`config.mk`:
```
export PLATFORM = sky130hd
export DESIGN_NAME = result_bus_arbiter_flat
export DESIGN_NICKNAME = d
export VERILOG_FILES = /design/src/rtl/result_bus_arbiter_if.sv /design/src/rtl/result_bus_arbiter.sv /design/src/flat_wrapper.sv
export SDC_FILE = /design/constraint.sdc
export NUM_CORES = 1
export LEC_CHECK = 0
export BUFFER_PORTS_ARGS = -buffer_cell sky130_fd_sc_hd__clkbuf_2
export CORE_MARGIN = 2
export CORE_UTILIZATION = 40
export CTS_CLUSTER_SIZE = 40
export DETAILED_ROUTE_END_ITERATION = 6
export PLACE_DENSITY = 0.69
export SLEW_MARGIN = 20
export SYNTH_ARGS = -nofsm -noshare
export SYNTH_HDL_FRONTEND = slang
export SYNTH_SLANG_ARGS = --single-unit
export TNS_END_PERCENT = 30
```
`constraint.sdc`:
```
create_clock -name clk -period 7.6 [get_ports clk]
set_input_delay 0.76 -clock clk [delete_from_list [all_inputs] [get_ports clk]]
set_output_delay 0.76 -clock clk [all_outputs]
set_load 0.005 [all_outputs]
```
`src/rtl/result_bus_arbiter_if.sv`:
```
// Result-bus bundle: per-unit result offers from the execution units and the
// single registered broadcast toward the reservation stations.
interface result_bus_arbiter_if #(
    parameter int UNITS         = 4,
    parameter int OPERAND_WIDTH = 32,
    parameter int RS_ID_WIDTH   = 5
);
    localparam int UNIT_W = (UNITS > 1) ? $clog2(UNITS) : 1;

    // Handshake: result u transfers at a clk edge where result_valid[u] && result_ready[u]
    // (and flush is low); result_ready comes from registered state only. The broadcast has
    // no ready: each bus_valid beat lasts one cycle and must be taken by the consumers.
    logic                                flush;
    logic [UNITS-1:0]                    result_valid;
    logic [UNITS-1:0]                    result_ready;
    logic [UNITS-1:0][RS_ID_WIDTH-1:0]   result_rs_id;
    logic [UNITS-1:0][OPERAND_WIDTH-1:0] result_value;
    logic                                bus_valid;
    logic [RS_ID_WIDTH-1:0]              bus_rs_id;
    logic [OPERAND_WIDTH-1:0]            bus_value;
    logic [UNIT_W-1:0]                   bus_unit;

    modport master (
        output flush, result_valid, result_rs_id, result_value,
        input  result_ready, bus_valid, bus_rs_id, bus_value, bus_unit
    );

    modport slave (
        input  flush, result_valid, result_rs_id, result_value,
        output result_ready, bus_valid, bus_rs_id, bus_value, bus_unit
    );
endinterface

```
`src/rtl/result_bus_arbiter.sv`:
```
// Buffers finished results per execution unit (2 deep) and broadcasts one per cycle
// on the registered result bus, picking units round-robin.
module result_bus_arbiter #(
    parameter int UNITS         = 4,
    parameter int OPERAND_WIDTH = 32,
    parameter int RS_ID_WIDTH   = 5
) (
    input logic                 clk,
    input logic                 rst_n,
    result_bus_arbiter_if.slave rb
);
    localparam int UNIT_W = (UNITS > 1) ? $clog2(UNITS) : 1;

    logic [1:0]               count      [UNITS];
    logic [RS_ID_WIDTH-1:0]   slot_id    [UNITS][2];
    logic [OPERAND_WIDTH-1:0] slot_value [UNITS][2];
    logic [UNIT_W-1:0]        ptr;
    logic [UNIT_W-1:0]        ptr_next;

    logic [UNITS-1:0]  ready;
    logic [UNITS-1:0]  push;
    logic [UNITS-1:0]  pop;
    logic [UNITS-1:0]  wr_slot;
    logic              grant_any;
    logic [UNIT_W-1:0] grant_unit;
    logic [UNIT_W-1:0] cand;

    always_comb begin
        ready = '0;
        for (int u = 0; u < UNITS; u++) begin
            ready[u] = (count[u] != 2'd2);
        end
    end

    assign rb.result_ready = ready;

    // First non-empty unit at or after the pointer, wrapping around.
    always_comb begin
        grant_any  = 1'b0;
        grant_unit = '0;
        cand       = '0;
        for (int k = 0; k < UNITS; k++) begin
            cand = UNIT_W'((int'(ptr) + k) % UNITS);
            if (!grant_any && (count[cand] != 2'd0)) begin
                grant_any  = 1'b1;
                grant_unit = cand;
            end
        end
    end

    always_comb begin
        ptr_next = ptr;
        if (grant_any) begin
            ptr_next = (grant_unit == UNIT_W'(UNITS - 1)) ? '0 : grant_unit + UNIT_W'(1);
        end
    end

    // A push lands behind whatever survives this edge's pop.
    always_comb begin
        push    = '0;
        pop     = '0;
        wr_slot = '0;
        for (int u = 0; u < UNITS; u++) begin
            pop[u]     = grant_any && (grant_unit == UNIT_W'(u));
            push[u]    = rb.result_valid[u] && ready[u];
            wr_slot[u] = (count[u] == 2'd1) && !pop[u];
        end
    end

    always_ff @(posedge clk or negedge rst_n) begin
        if (!rst_n) begin
            ptr          <= '0;
            rb.bus_valid <= 1'b0;
            rb.bus_rs_id <= '0;
            rb.bus_value <= '0;
            rb.bus_unit  <= '0;
            for (int u = 0; u < UNITS; u++) begin
                count[u] <= 2'd0;
            end
        end else if (rb.flush) begin
            ptr          <= '0;
            rb.bus_valid <= 1'b0;
            for (int u = 0; u < UNITS; u++) begin
                count[u] <= 2'd0;
            end
        end else begin
            ptr          <= ptr_next;
            rb.bus_valid <= grant_any;
            if (grant_any) begin
                rb.bus_rs_id <= slot_id[grant_unit][0];
                rb.bus_value <= slot_value[grant_unit][0];
                rb.bus_unit  <= grant_unit;
            end
            for (int u = 0; u < UNITS; u++) begin
                count[u] <= count[u] + {1'b0, push[u]} - {1'b0, pop[u]};
            end
        end
    end

    // Slot contents need no reset: count alone decides which slots are live.
    always_ff @(posedge clk) begin
        if (!rb.flush) begin
            for (int u = 0; u < UNITS; u++) begin
                if (pop[u]) begin
                    slot_id[u][0]    <= slot_id[u][1];
                    slot_value[u][0] <= slot_value[u][1];
                end
                if (push[u]) begin
                    slot_id[u][wr_slot[u]]    <= rb.result_rs_id[u];
                    slot_value[u][wr_slot[u]] <= rb.result_value[u];
                end
            end
        end
    end
endmodule

```
`src/flat_wrapper.sv`:
```
// flat-port wrapper written by rule: the top's interface ports become plain ports
module result_bus_arbiter_flat 
#(
    parameter int UNITS         = 4,
    parameter int OPERAND_WIDTH = 32,
    parameter int RS_ID_WIDTH   = 5
)
  (clk, rst_n, rb_flush, rb_result_valid, rb_result_rs_id, rb_result_value, rb_result_ready, rb_bus_valid, rb_bus_rs_id, rb_bus_value, rb_bus_unit);
  result_bus_arbiter_if #(.UNITS(UNITS), .OPERAND_WIDTH(OPERAND_WIDTH), .RS_ID_WIDTH(RS_ID_WIDTH)) rb_i ();
  input logic clk;
  input logic rst_n;
  input wire logic [$bits(rb_i.flush)-1:0] rb_flush;
  input wire logic [$bits(rb_i.result_valid)-1:0] rb_result_valid;
  input wire logic [$bits(rb_i.result_rs_id)-1:0] rb_result_rs_id;
  input wire logic [$bits(rb_i.result_value)-1:0] rb_result_value;
  output wire logic [$bits(rb_i.result_ready)-1:0] rb_result_ready;
  output wire logic [$bits(rb_i.bus_valid)-1:0] rb_bus_valid;
  output wire logic [$bits(rb_i.bus_rs_id)-1:0] rb_bus_rs_id;
  output wire logic [$bits(rb_i.bus_value)-1:0] rb_bus_value;
  output wire logic [$bits(rb_i.bus_unit)-1:0] rb_bus_unit;
  assign rb_i.flush = rb_flush;
  assign rb_i.result_valid = rb_result_valid;
  assign rb_i.result_rs_id = rb_result_rs_id;
  assign rb_i.result_value = rb_result_value;
  assign rb_result_ready = rb_i.result_ready;
  assign rb_bus_valid = rb_i.bus_valid;
  assign rb_bus_rs_id = rb_i.bus_rs_id;
  assign rb_bus_value = rb_i.bus_value;
  assign rb_bus_unit = rb_i.bus_unit;
  result_bus_arbiter #(.UNITS(UNITS), .OPERAND_WIDTH(OPERAND_WIDTH), .RS_ID_WIDTH(RS_ID_WIDTH)) u_core (.clk(clk), .rst_n(rst_n), .rb(rb_i));
endmodule
```
-- After elaboration in Yosys (flattened, before gate mapping)
Memory sizes are Yosys's and may differ from the RTL's. A register that Yosys moved wholly into a read port is not among the register bits.
Index checks and enable logic that the tools add are counted.
- register bits: 13
- RAM bits: 296
- input port bits: 155
- logic and storage cells: 453
- memories: 2
- $add $sub $neg: 12
- magnitude comparators: 12
- equality and inequality tests: 11
- mux-type cells: 217
- bitwise gates (word level): 157
- reductions and logical operators: 35
- memories (memory ; words ; bits a word ; read ports ; clocked after memory_dff ; write ports ; RTL line ; text):
    u_core.slot_value ; 4 ; 64 ; 5 ; 1 ; 4 ; result_bus_arbiter.sv:16 ; logic [OPERAND_WIDTH-1:0] slot_value [UNITS][2];
    u_core.slot_id ; 4 ; 10 ; 5 ; 1 ; 4 ; result_bus_arbiter.sv:15 ; logic [RS_ID_WIDTH-1:0] slot_id [UNITS][2];
- operators with widths (cell ; number):
    $mux W64 ; 4
    $mux W1 ; 173
    $or A1 B1 Y1 ; 148
    $demux W32 S1 ; 4
    $mux W32 ; 4
    $mux W10 ; 4
    $mux W2 ; 15
    $demux W5 S1 ; 4
    $mux W5 ; 4
    $logic_and A1 B1 Y1 ; 19
    $bmux W2 S2 ; 4
    $ge A3 B3 Y1 const B ; 4
    $not A2 Y3 ; 4
    $eq A2 B1 Y1 const B ; 5
    $reduce_bool A2 Y1 ; 5
    $logic_not A1 Y1 ; 9
    $add A2 B1 Y2 ; 4
    $ge A2 B2 Y1 const B ; 4
    $lt A2 B1 Y1 const B ; 4
    $mux W8 ; 1
    $ne A2 B2 Y1 const B ; 4
    $not A1 Y2 ; 4
    $sub A2 B1 Y2 ; 4
    $add A2 B1 Y2 const B ; 2
    5 further kinds ; 7

-- Logic depth before layout (Yosys ltp)
Gate-level depths: netlist (run 1).
- word-level depth: 26
- mapped depth: 14
- depth with buffers taken out: 13

-- Worst setup path before layout (run 1)
No wires, ideal clock.
- kind: flip-flop to flip-flop
- from: reg u_core.count[7] in the netlist's numbering
- to: mem u_core.slot_id[3][0] in the netlist's numbering (enable)
- data arrival time: 4.930 ns
- required time: 7.076 ns
- setup slack: 2.147 ns
- stages on the path, launching flop included: 9
- buffers on the path: 1
- period minus slack after synthesis: 5.453 ns
- cell sequence: dfrtp_1 > nor2_1 > buf_4 > o21ai_0 > a21oi_1 > o2bb2ai_1 > inv_1 > ha_1 > nor4_1
- RTL lines (element ; RTL line ; text):
    start: declaration ; result_bus_arbiter.sv:14 ; logic [1:0] count [UNITS];
    start signal: indexed assignment ; result_bus_arbiter.sv:95 ; count[u] <= count[u] + {1'b0, push[u]} - {1'b0, pop[u]};
    end: declaration ; result_bus_arbiter.sv:15 ;

==> impl_metrics.tcl, run 1 <==
set metrics [dict create \
    power.density_nw_per_um2 375.1 \
    cp_max_fo 24 \
    clockRootBuffer "clkbuf_16" \
    grt_max_degree 57 \
    drt.antenna.violating_nets 0 \
    grt_pass1_vias 8321 \
    skew_ns 0.01567 \
    hold_path_class "in -> async" \
    maxCapViolations 0 \
    design.core.area_um2 34630 \
    dpl_cell_area_um2 15580 \
    setup_viol 0 \
    cts_tree "yes" \
    avgSynthCellArea_um2 16.78 \
    cellLeakagePower_nw 6.259 \
    crit_type "reg -> reg" \
    antenna_found_initial 0 \
    wire_per_inst_um 21.31 \
    start_kind "flop" \
    worst_slew_pin_slew_ns 1.004 \
    antennaDiodeCount 0 \
    insertion_delay_ns 0.53 \
    syn_area_um2 14080 \
    postLayoutCoreUtil 0.4856 \
    synthDistinctLibCells 50 \
    synthArstFlopShare 0.1445 \
    dp_cells 1465 \
    drv_slew 0 \
    final-hold-violation-count 0 \
    synth_seq_cells 346 \
    status "complete, no violations" \
    numCtsBuffers 38 \
    max_slew_margin 0.3308 \
    clk_pin_slew_ns 0.06 \
    place.gp.congestion 0.8767 \
    drive_above_1_share 0.3787 \
    viasPerCell 5.231 \
    syn_inst 839 \
    synth_area_leaders "edfxtp_1 (63%), dfrtp_1 (8.9%), mux2_2 (7.1%), mux2_4 (3.2%), mux2_1 (2.4%)" \
    place_ws_ns 4.158 \
    critPathCaptureType "flop" \
    tns_ns 0 \
    hpwl_um 22280 \
    yosysTopAreaCellShare 0.6312 \
    initial_core_util 0.4066 \
    yosysMostFrequentCell "edfxtp_1" \
    clock-sinks 346 \
    ys.flop_type "edfxtp_1" \
    placementRows 68 \
    synth_seq_area_share 0.7201 \
    synth_edf_count 296 \
    synth_common_cells "edfxtp_1 (296), mux2_2 (89), nor2_1 (88), dfrtp_1 (50), a21oi_1 (46)" \
    cts_buffer_depth 3 \
    grt_usage 0.1793 \
    ios 199 \
    hold_buffers 0 \
    peakVddDrop_v 0.0002277 \
    drtIter0Drc 595 \
    final_cell_area_um2 16810 \
    yosys_warnings 0 \
    cts-resized-gates 0 \
    fin_crit_ns 3.406 \
    cts-htree-levels 2 \
    timing.final.crit_share 0.4482 \
    drc 0 \
    synth_nets 1004 \
    worst_ep_required_time_ns 7.79 \
    layout_setup_ws_ns 4.194 \
    crit_arrival_ns 3.59 \
    grt_pass1_wl_um 48780 \
    max_freq_mhz 293.6 \
    finalNetCount 1216 \
    area_growth_syn_to_layout_pct 19.42 \
    routed_wl_um 32720 \
    cp-startpoint "u_core.count[7]$_DFF_PN0_" \
    portBuffers 198 \
    drt_first_pass_iters 5 \
    stdcell_count 1535 \
    vias 8029 \
    grt_remaining_overflow 0 \
    die_w_um 191.6 \
    die_y_um 191.6 \
    yosysTopAreaCell "edfxtp_1" \
    postCtsSetupBuffers 0 \
    rsz0062_at_grt "no" \
    rr_startpoint "u_core.count[7]$_DFF_PN0_" \
    dieArea_um2 36720 \
]
[worst max-delay path, stage by stage, from the launching register on]
cell and delay (ns):
dfrtp_1 0.43, nor2_1 0.52, o221ai_1 0.25, a21oi_1 0.29
ha_1 0.30, nor3_1 0.08, nor3b_2 0.20, a21o_1 0.54
buf_4 0.45
[power by group]
group	switching [W]	total [W]	internal [W]	leakage [nW]
Sequential	0.000189	0.00275	0.00256	3.32
Clock	0.000725	0.00179	0.00106	0.596
Combinational	0.00105	0.00177	0.000719	2.34
Total	0.00197	0.00631	0.00434	6.26
[final timing paths]
kind	endpoint	slack, ns	depth (start not counted)
worst min-delay path	u_core.rb.bus_value[21]$_DFFE_PN0P_	0.35	2
worst min register to register	u_core.rb.bus_value[15]$_DFFE_PN0P_	0.52	2
worst max register to register	u_core.slot_value[3][46]$_DFFE_PP_	4.19	8
min in group clk	u_core.slot_value[2][13]$_DFFE_PP_	0.42	1
worst max-delay path	u_core.slot_value[3][46]$_DFFE_PP_	4.19	8
max in group asynchronous	u_core.rb.bus_value[13]$_DFFE_PN0P_	6.79	2
[stage by stage]
stage                     hold WS [ns]  power [W]
after detailed placement        0.5153   0.004574
after floorplan                 0.4644   0.003905
after CTS                       0.3553   0.006371
final                           0.3489   0.006308
after global placement          0.5063   0.004524
after global routing            0.4001   0.006637
[registers in the layout (all words and copies together), names as in the netlist]
name / count
u_core.count: 8
u_core.rb.bus_unit: 2
u_core.slot_id: 40
u_core.rb.bus_valid: 1
u_core.ptr: 2
u_core.rb.bus_value: 32
u_core.rb.bus_rs_id: 5
u_core.slot_value: 256
[routing by layer]
metal  global-route usage  up-vias  part of all wire
li1                     -     3675                 -
met1               0.2300     4004              0.41
met2               0.2980      287              0.49
met3              0.04020       63             0.071
met4              0.06657        0             0.030
met5                    0        -                 0
[cell type report]
type                       instances  area [µm²]
tap                              455       569.3
multi-input combinational        436        3704
clock inverter                    10       77.57
sequential                       346       10140
inverter                          12       45.04
clock buffer                      59        1134
fill                            2967       17810
timing repair buffer             217        1146
[cell usage in the layout (no fill, tap or decap), types with 14 or more instances in the layout]
| master | n |
|---|---|
| mux2_2 | 89 |
| edfxtp_1 | 296 |
| a2bb2oi_1 | 37 |
| a221oi_1 | 37 |
| buf_4 | 18 |
| clkbuf_2 | 198 |
| nor2_1 | 86 |
| mux2_1 | 30 |
| clkbuf_16 | 41 |
| dfrtp_1 | 50 |
| mux2_4 | 30 |
| a21oi_1 | 44 |
| clkbuf_1 | 14 |
[logic make-up (layout without fill, tap and decap cells)]
group           count (synthesis)  count (layout)  synth area share
compound gates                144             144           0.07633
xor+xnor                        8               8          0.004975
fa+ha+maj                      10              10          0.008886
buf+inv                        57             298           0.02221
flops                         346             346            0.7201
mux                           149             149            0.1272
simple gates                  125             125           0.04034
Note: power is estimated with default switching activity, not from simulation.
==> inputs of run 2 (changes only) <==
- ABC_AREA: unset -> 1
- PLACE_DENSITY: 0.69 -> 0.71
- clock period: 7.6 -> 2.9 ns (I/O delays scaled with it)
==> run 2 against run 1 <==
Compared with the run above:
- cell count grew 54%
- worst hold slack got worse by 0.34 ns
- non-clock buffer count grew 171
- synthesized cell count is 77% higher
- critical endpoint is now u_core.slot_value[1][63]$_DFFE_PP_
- critical path type unchanged
- total power increased to 3.6 times the previous value
- clock power rose to 2.6 times the previous value
- combinational power increased to 5.6 times the previous value
- synthesized area grew 9.1%
- sequential share of layout area is 9.2 points lower
- largest cell class unchanged
==> impl_metrics.tcl, run 2 <==
set metrics [dict create \
    top_register "u_core.slot_value" \
    antennaDiodeCount 0 \
    drv_slew 0 \
    dieArea_um2 40010 \
    design.core.area_um2 37760 \
    synth-compound-area-share 0.03175 \
    routed_wl_um 43660 \
    portBuffers 198 \
    die_w_um 200.0 \
    yosys_warnings 0 \
    syn_inst 1485 \
    crit_type "reg -> reg" \
    drtIter0Drc 1207 \
    synth_seq_area_share 0.6598 \
    die_y_um 200.0 \
    clock-sinks 346 \
    finalNetCount 1996 \
    ff2ff_path_depth 15 \
    synth_common_cells "nand2_1 (504), edfxtp_1 (296), inv_1 (174), nand3_1 (161), nand3b_1 (74)" \
    final_cell_area_um2 19830 \
    yosysTopAreaCellShare 0.5784 \
    p_int_w 0.01343 \
    cts_buffer_depth 3 \
    whs_path_depth 1 \
    fin_crit_ns 2.721 \
    synthXorXnorAreaFrac 0.004559 \
    grt_remaining_overflow 0 \
    critPathCaptureType "flop" \
    final_common_cell "nand2_1" \
    skew_ns 0.02778 \
    synth_seq_cells 346 \
    dpl_cell_area_um2 17040 \
    clockRootBuffer "clkbuf_16" \
    cellLeakagePower_nw 8.928 \
    syn_area_um2 15370 \
    p_sw_frac 0.4101 \
    maxCapViolations 0 \
    p_switching_w 0.009333 \
    synth-simple-area-share 0.2223 \
    largest_reg_flops 256 \
    viasPerCell 4.930 \
    p_comb_frac 0.437 \
    ys.flop_type "edfxtp_1" \
    placementRows 71 \
    final_cell_mix "nand2_1 (503), edfxtp_1 (296), clkbuf_2 (198)" \
    vias 11690 \
    peakVddDrop_v 0.0005567 \
    cpPeakStageDelay_ns 0.42 \
    tns_ns 0 \
    synth_top_family_by_area "simple AND/OR/NAND/NOR gates" \
    clkPwrFrac 0.205 \
    grt_pass1_wl_um 64440 \
    max_slew_margin 0.4892 \
    final-hold-violation-count 0 \
    drt_first_pass_iters 5 \
    whs_ns 0.008452 \
    cts_tree "yes" \
    timing.final.crit_share 0.9382 \
    yosysTopAreaCell "edfxtp_1" \
    yosysMostFrequentCell "nand2_1" \
    hpwl_um 30010 \
    synthAdderAreaFrac 0.008141 \
    grt_pass1_vias 11300 \
    status "complete, no violations" \
    area_growth_syn_to_layout_pct 29.06 \
    worst_slew_pin_slew_ns 0.7662 \
    timing.rr.end "u_core.slot_value[1][63]$_DFFE_PP_" \
    drive_above_1_share 0.1785 \
    wire_per_inst_um 18.41 \
    reg_top3 "u_core.slot_value x256, u_core.slot_id x40, u_core.rb.bus_value x32" \
    insertion_delay_ns 0.55 \
    antenna_found_initial 1 \
    ios 199 \
    power.density_nw_per_um2 1148 \
    hold_start "rb_result_value[37]" \
    max_freq_mhz 367.5 \
    synth_mux_area_frac 0 \
    rsz0062_at_grt "no" \
    place.gp.congestion 0.8662 \
    total_power_w 0.02276 \
    synth_edf_count 296 \
    reg2reg_slack_ns 0.18 \
    grt_max_degree 75 \
    start_kind "flop" \
    critPathSlowestCell "dfrtp_1" \
    crit_arrival_ns 2.96 \
    synth_area_leaders "edfxtp_1 (58%), nand2_1 (12%), dfrtp_1 (8.1%), nand3_1 (5.2%), inv_1 (4.2%)" \
    avgSynthCellArea_um2 10.35 \
    power_frac_seq 0.357 \
    cp_max_fo 15 \
    drt.antenna.violating_nets 0 \
    synth_nets 1650 \
    synthDistinctLibCells 29 \
    synthArstFlopShare 0.1445 \
    clk_pin_slew_ns 0.06 \
    rr_startpoint "u_core.ptr[0]$_DFFE_PN0P_" \
    cp_cell_sequence "inv_4, nand2_1, nand2_1, nand3_2, nand2_2, nand2_1, nand2_1, nand2_2, nand2_2, ha_1, nand2_2, nand3_2, nand3_4, o21ai_4, buf_12" \
    cts-htree-levels 2 \
    numCtsBuffers 38 \
    hold_path_class "in -> reg" \
    setup_viol 0 \
    worst_ep_required_time_ns 3.13 \
    whs_endpoint "u_core.slot_value[1][5]$_DFFE_PP_" \
    grt_usage 0.2169 \
    initial_core_util 0.4071 \
    drc 0 \
]
run 2: cell types whose count changed in the layout (fill, tap and decap cells not counted), moves of 37 or more:
cell and delta:
nand2_1 +498, inv_1 +162, nand3_1 +156, dlygate4sd3_1 +143
mux2_2 -89, nor2_1 -75, nand3b_1 +73, o21ai_0 +46
a21oi_1 -44, a221oi_1 -37, a2bb2oi_1 -37
run 2: stage by stage:
| stage | instances | setup WS [ns] | util |
|---|---|---|---|
| 3_3_place_gp | 2147 | 0.07952 | 0.4513 |
| 6_report | 2371 | 0.1792 | 0.5253 |
| 2_1_floorplan | 1485 | -0.5111 | - |
| 5_1_grt | 2371 | 0.01386 | 0.5253 |
| 3_5_place_dp | 2147 | 0.05840 | 0.4513 |
| 4_1_cts | 2359 | 0.03600 | 0.5209 |
run 2: cell families (layout without fill, tap and decap cells):
family	after synthesis	after routing
fa+ha+maj	10	10
xor+xnor	8	8
simple gates	767	767
compound gates	92	93
buf+inv	262	636
flops	346	346
run 2: final cells by class:
cell class                 instances  area, µm²
tap                              511      639.4
inverter                         179      674.4
clock buffer                      51       1041
fill                            3345      17920
sequential                       346      10140
clock inverter                    18      156.4
multi-input combinational        878       4242
timing repair buffer             388       2942
run 2: layer usage:
layer,GRT usage,vias up,wire [µm]
met1,0.2941,5527,17770
li1,-,5602,-
met2,0.3534,479,20880
met5,0,-,14
met3,0.03377,79,3428
met4,0.08176,2,1566
run 2: worst max-delay path by stage:
| stage | from | end | slack [ns] | cells after the start |
|---|---|---|---|---|
| 4_1_cts | u_core.ptr[0]$_DFFE_PN0P_ | u_core.slot_value[2][56]$_DFFE_PP_ | 0.04 | 13 |
| 2_1_floorplan | u_core.ptr[0]$_DFFE_PN0P_ | u_core.slot_id[2][5]$_DFFE_PP_ | -0.51 | 12 |
| 3_3_place_gp | u_core.ptr[0]$_DFFE_PN0P_ | u_core.slot_value[2][44]$_DFFE_PP_ | 0.08 | 13 |
| 6_report | u_core.ptr[0]$_DFFE_PN0P_ | u_core.slot_value[1][63]$_DFFE_PP_ | 0.18 | 15 |
| 3_5_place_dp | u_core.ptr[0]$_DFFE_PN0P_ | u_core.slot_value[2][48]$_DFFE_PP_ | 0.06 | 13 |
| 5_1_grt | u_core.ptr[0]$_DFFE_PN0P_ | u_core.count[5]$_DFF_PN0_ | 0.01 | 16 |
run 2: repair_timing:
action	in CTS	in global routing
setup buffers	0	9
endpoints found under the hold margin	156	0
hold buffers	143	0
gates resized for setup	0	8
endpoints found under the setup margin	0	176
run 2: power groups by stage:
stage	registers, W	clock network (W)	logic (W)
after floorplan	0.00789	0	0.00631
after global placement	0.00822	0	0.00923
after detailed placement	0.00821	0	0.00940
after CTS	0.00814	0.00472	0.00960
after global routing	0.00823	0.00492	0.0110
final	0.00814	0.00467	0.00995
run 2: critical path, delay by kind of cell, from the launching register on:
kind / cells / cell delay [ns]
buffers and inverters: 2 / 0.38
adder cells (fa/ha/maj): 1 / 0.18
AND/OR/NAND/NOR: 11 / 1.25
flip-flops: 1 / 0.42
AO/OA/AOI/OAI: 1 / 0.19
==> inputs of run 3 (changes only) <==
- RECOVER_POWER: unset -> 25
==> run 3 against run 2 <==
Compared with the run above:
- count of clock-buffer cells in the layout unchanged
- maximum frequency decreased by 0.43%
- wire length increased by 0.17%
- design area decreased by 0.81%
- total power decreased by 0.36%
- register-to-register slack about the same
- critical endpoint is now u_core.slot_value[1][37]$_DFFE_PP_
==> impl_metrics.tcl, run 3 (synthesis gave the netlist of run 2 again) <==
set metrics [dict create \
    placementRows 71 \
    drive_above_1_share 0.1102 \
    antenna_found_initial 1 \
    place.gp.congestion 0.8662 \
    critPathCaptureType "flop" \
    max_freq_mhz 366.0 \
    skew_ns 0.02767 \
    clock-sinks 346 \
    cp_max_fo 15 \
    wl_met1_um 18130 \
    wl_met3_um 3254 \
    clockRootBuffer "clkbuf_16" \
    ios 199 \
    maxCapViolations 0 \
    die_y_um 200.0 \
    die_w_um 200.0 \
    dieArea_um2 40010 \
    rsz0062_at_grt "no" \
    crit_type "reg -> reg" \
    largest_reg_flops 256 \
    worst_slew_pin_slew_ns 1.095 \
    topRoutingLayerUsed "met5" \
    portBuffers 198 \
    timing.final.crit_share 0.9422 \
    grt_pass1_wl_um 64440 \
    total_power_w 0.02268 \
    p_comb_frac 0.436 \
    crit_buf_inv 2 \
    grt_max_degree 75 \
    final_cell_mix "nand2_1 (503), edfxtp_1 (296), inv_1 (174)" \
    peakVddDrop_v 0.0005524 \
    viasPerCell 4.918 \
    hold_path_class "in -> reg" \
    hpwl_um 30010 \
    p_int_w 0.01340 \
    status "complete, no violations" \
    power_frac_seq 0.359 \
    drv_slew 0 \
    drt_first_pass_iters 5 \
    vias 11660 \
    setup_viol 0 \
    numCtsBuffers 38 \
    grt_pass1_vias 11300 \
    finalNetCount 1996 \
    worst_ep_required_time_ns 3.14 \
    fin_crit_ns 2.732 \
    final_common_cell "nand2_1" \
    start_kind "flop" \
    wl_met2_um 20740 \
    place_ws_ns 0.05840 \
    crit_family "simple AND/OR/NAND/NOR gates" \
    cts-htree-levels 2 \
    p_sw_frac 0.4091 \
    top_register "u_core.slot_value" \
    power.density_nw_per_um2 1153 \
    cts_buffer_depth 3 \
    routed_wl_um 43730 \
    antennaDiodeCount 0 \
    drt.antenna.violating_nets 0 \
    layout_setup_ws_ns 0.1675 \
    initial_core_util 0.4071 \
    grt_remaining_overflow 0 \
    final-hold-violation-count 0 \
    cpPeakStageDelay_ns 0.42 \
    clk_pin_slew_ns 0.06 \
    grt_usage 0.2169 \
    cellLeakagePower_nw 8.550 \
    critPathSlowestCell "dfrtp_1" \
    max_slew_margin 0.2698 \
    p_switching_w 0.009278 \
    cp_cell_sequence "inv_4, nand2_1, nand2_1, nand3_2, nand2_2, nand2_1, nand2_1, nand2_2, nand2_2, ha_1, nand2_2, nand3_2, nand3_4, o21ai_4, buf_12" \
    reg_top3 "u_core.slot_value x256, u_core.slot_id x40, u_core.rb.bus_value x32" \
    design.core.area_um2 37760 \
    crit_arrival_ns 2.98 \
    insertion_delay_ns 0.55 \
    area_growth_syn_to_layout_pct 28.01 \
    whs_ns 0.08513 \
    clkPwrFrac 0.206 \
    wire_per_inst_um 18.44 \
    postLayoutCoreUtil 0.5211 \
    cts_tree "yes" \
    drc 0 \
    drtIter0Drc 1185 \
]
==> run 3: final timing paths <==
check                                                     from                                  end  slack (ns)  depth (start not counted)
setup / recovery                     u_core.ptr[0]$_DFFE_PN0P_   u_core.slot_value[1][37]$_DFFE_PP_        0.17                         15
setup reg to reg                     u_core.ptr[0]$_DFFE_PN0P_   u_core.slot_value[1][37]$_DFFE_PP_        0.17                         15
min in group asynchronous                                rst_n  u_core.rb.bus_value[27]$_DFFE_PN0P_        0.36                          2
max in group asynchronous                                rst_n    u_core.rb.bus_unit[0]$_DFFE_PN0P_        0.98                          3
hold / removal                             rb_result_value[60]   u_core.slot_value[1][28]$_DFFE_PP_        0.09                          1
hold reg to reg            u_core.rb.bus_value[26]$_DFFE_PN0P_  u_core.rb.bus_value[26]$_DFFE_PN0P_        0.48                          2
==> run 3: power groups by stage <==
stage	logic [W]	registers (W)	clock network, W
2_1_floorplan	0.00631	0.00789	0
3_3_place_gp	0.00923	0.00822	0
3_5_place_dp	0.00940	0.00821	0
4_1_cts	0.00960	0.00814	0.00472
5_1_grt	0.0110	0.00823	0.00492
6_report	0.00988	0.00813	0.00466
==> run 3: metal layers <==
metal	vias up	track usage
li1	5602	-
met1	5522	0.2941
met2	455	0.3534
met3	79	0.03377
met4	2	0.08176
met5	-	0
==> run 3: cell type report <==
| cell class | instances | area [µm²] |
|---|---|---|
| Multi-Input combinational cell | 878 | 4242 |
| Fill cell | 3425 | 18080 |
| Timing Repair Buffer | 388 | 2780 |
| Clock buffer | 51 | 1041 |
| Clock inverter | 18 | 156.4 |
| Inverter | 179 | 674.4 |
| Sequential cell | 346 | 10140 |
| Tap cell | 511 | 639.4 |
==> run 3: stage by stage <==
step	TNS [ns]	instance area (µm²)	instances
after floorplan	-36.14	15420	1485
final	0	19670	2371
after global routing	0	19670	2371
after CTS	0	19670	2359
after detailed placement	0	17040	2147
after global placement	0	17040	2147
==> run 3: what timing repair did <==
| action | 4_1_cts | 5_1_grt |
|---|---|---|
| endpoints found under the hold margin | 156 | 0 |
| setup endpoints to repair | 0 | 176 |
| gates resized for setup | 0 | 8 |
| setup buffers | 0 | 9 |
| hold buffers | 143 | 0 |
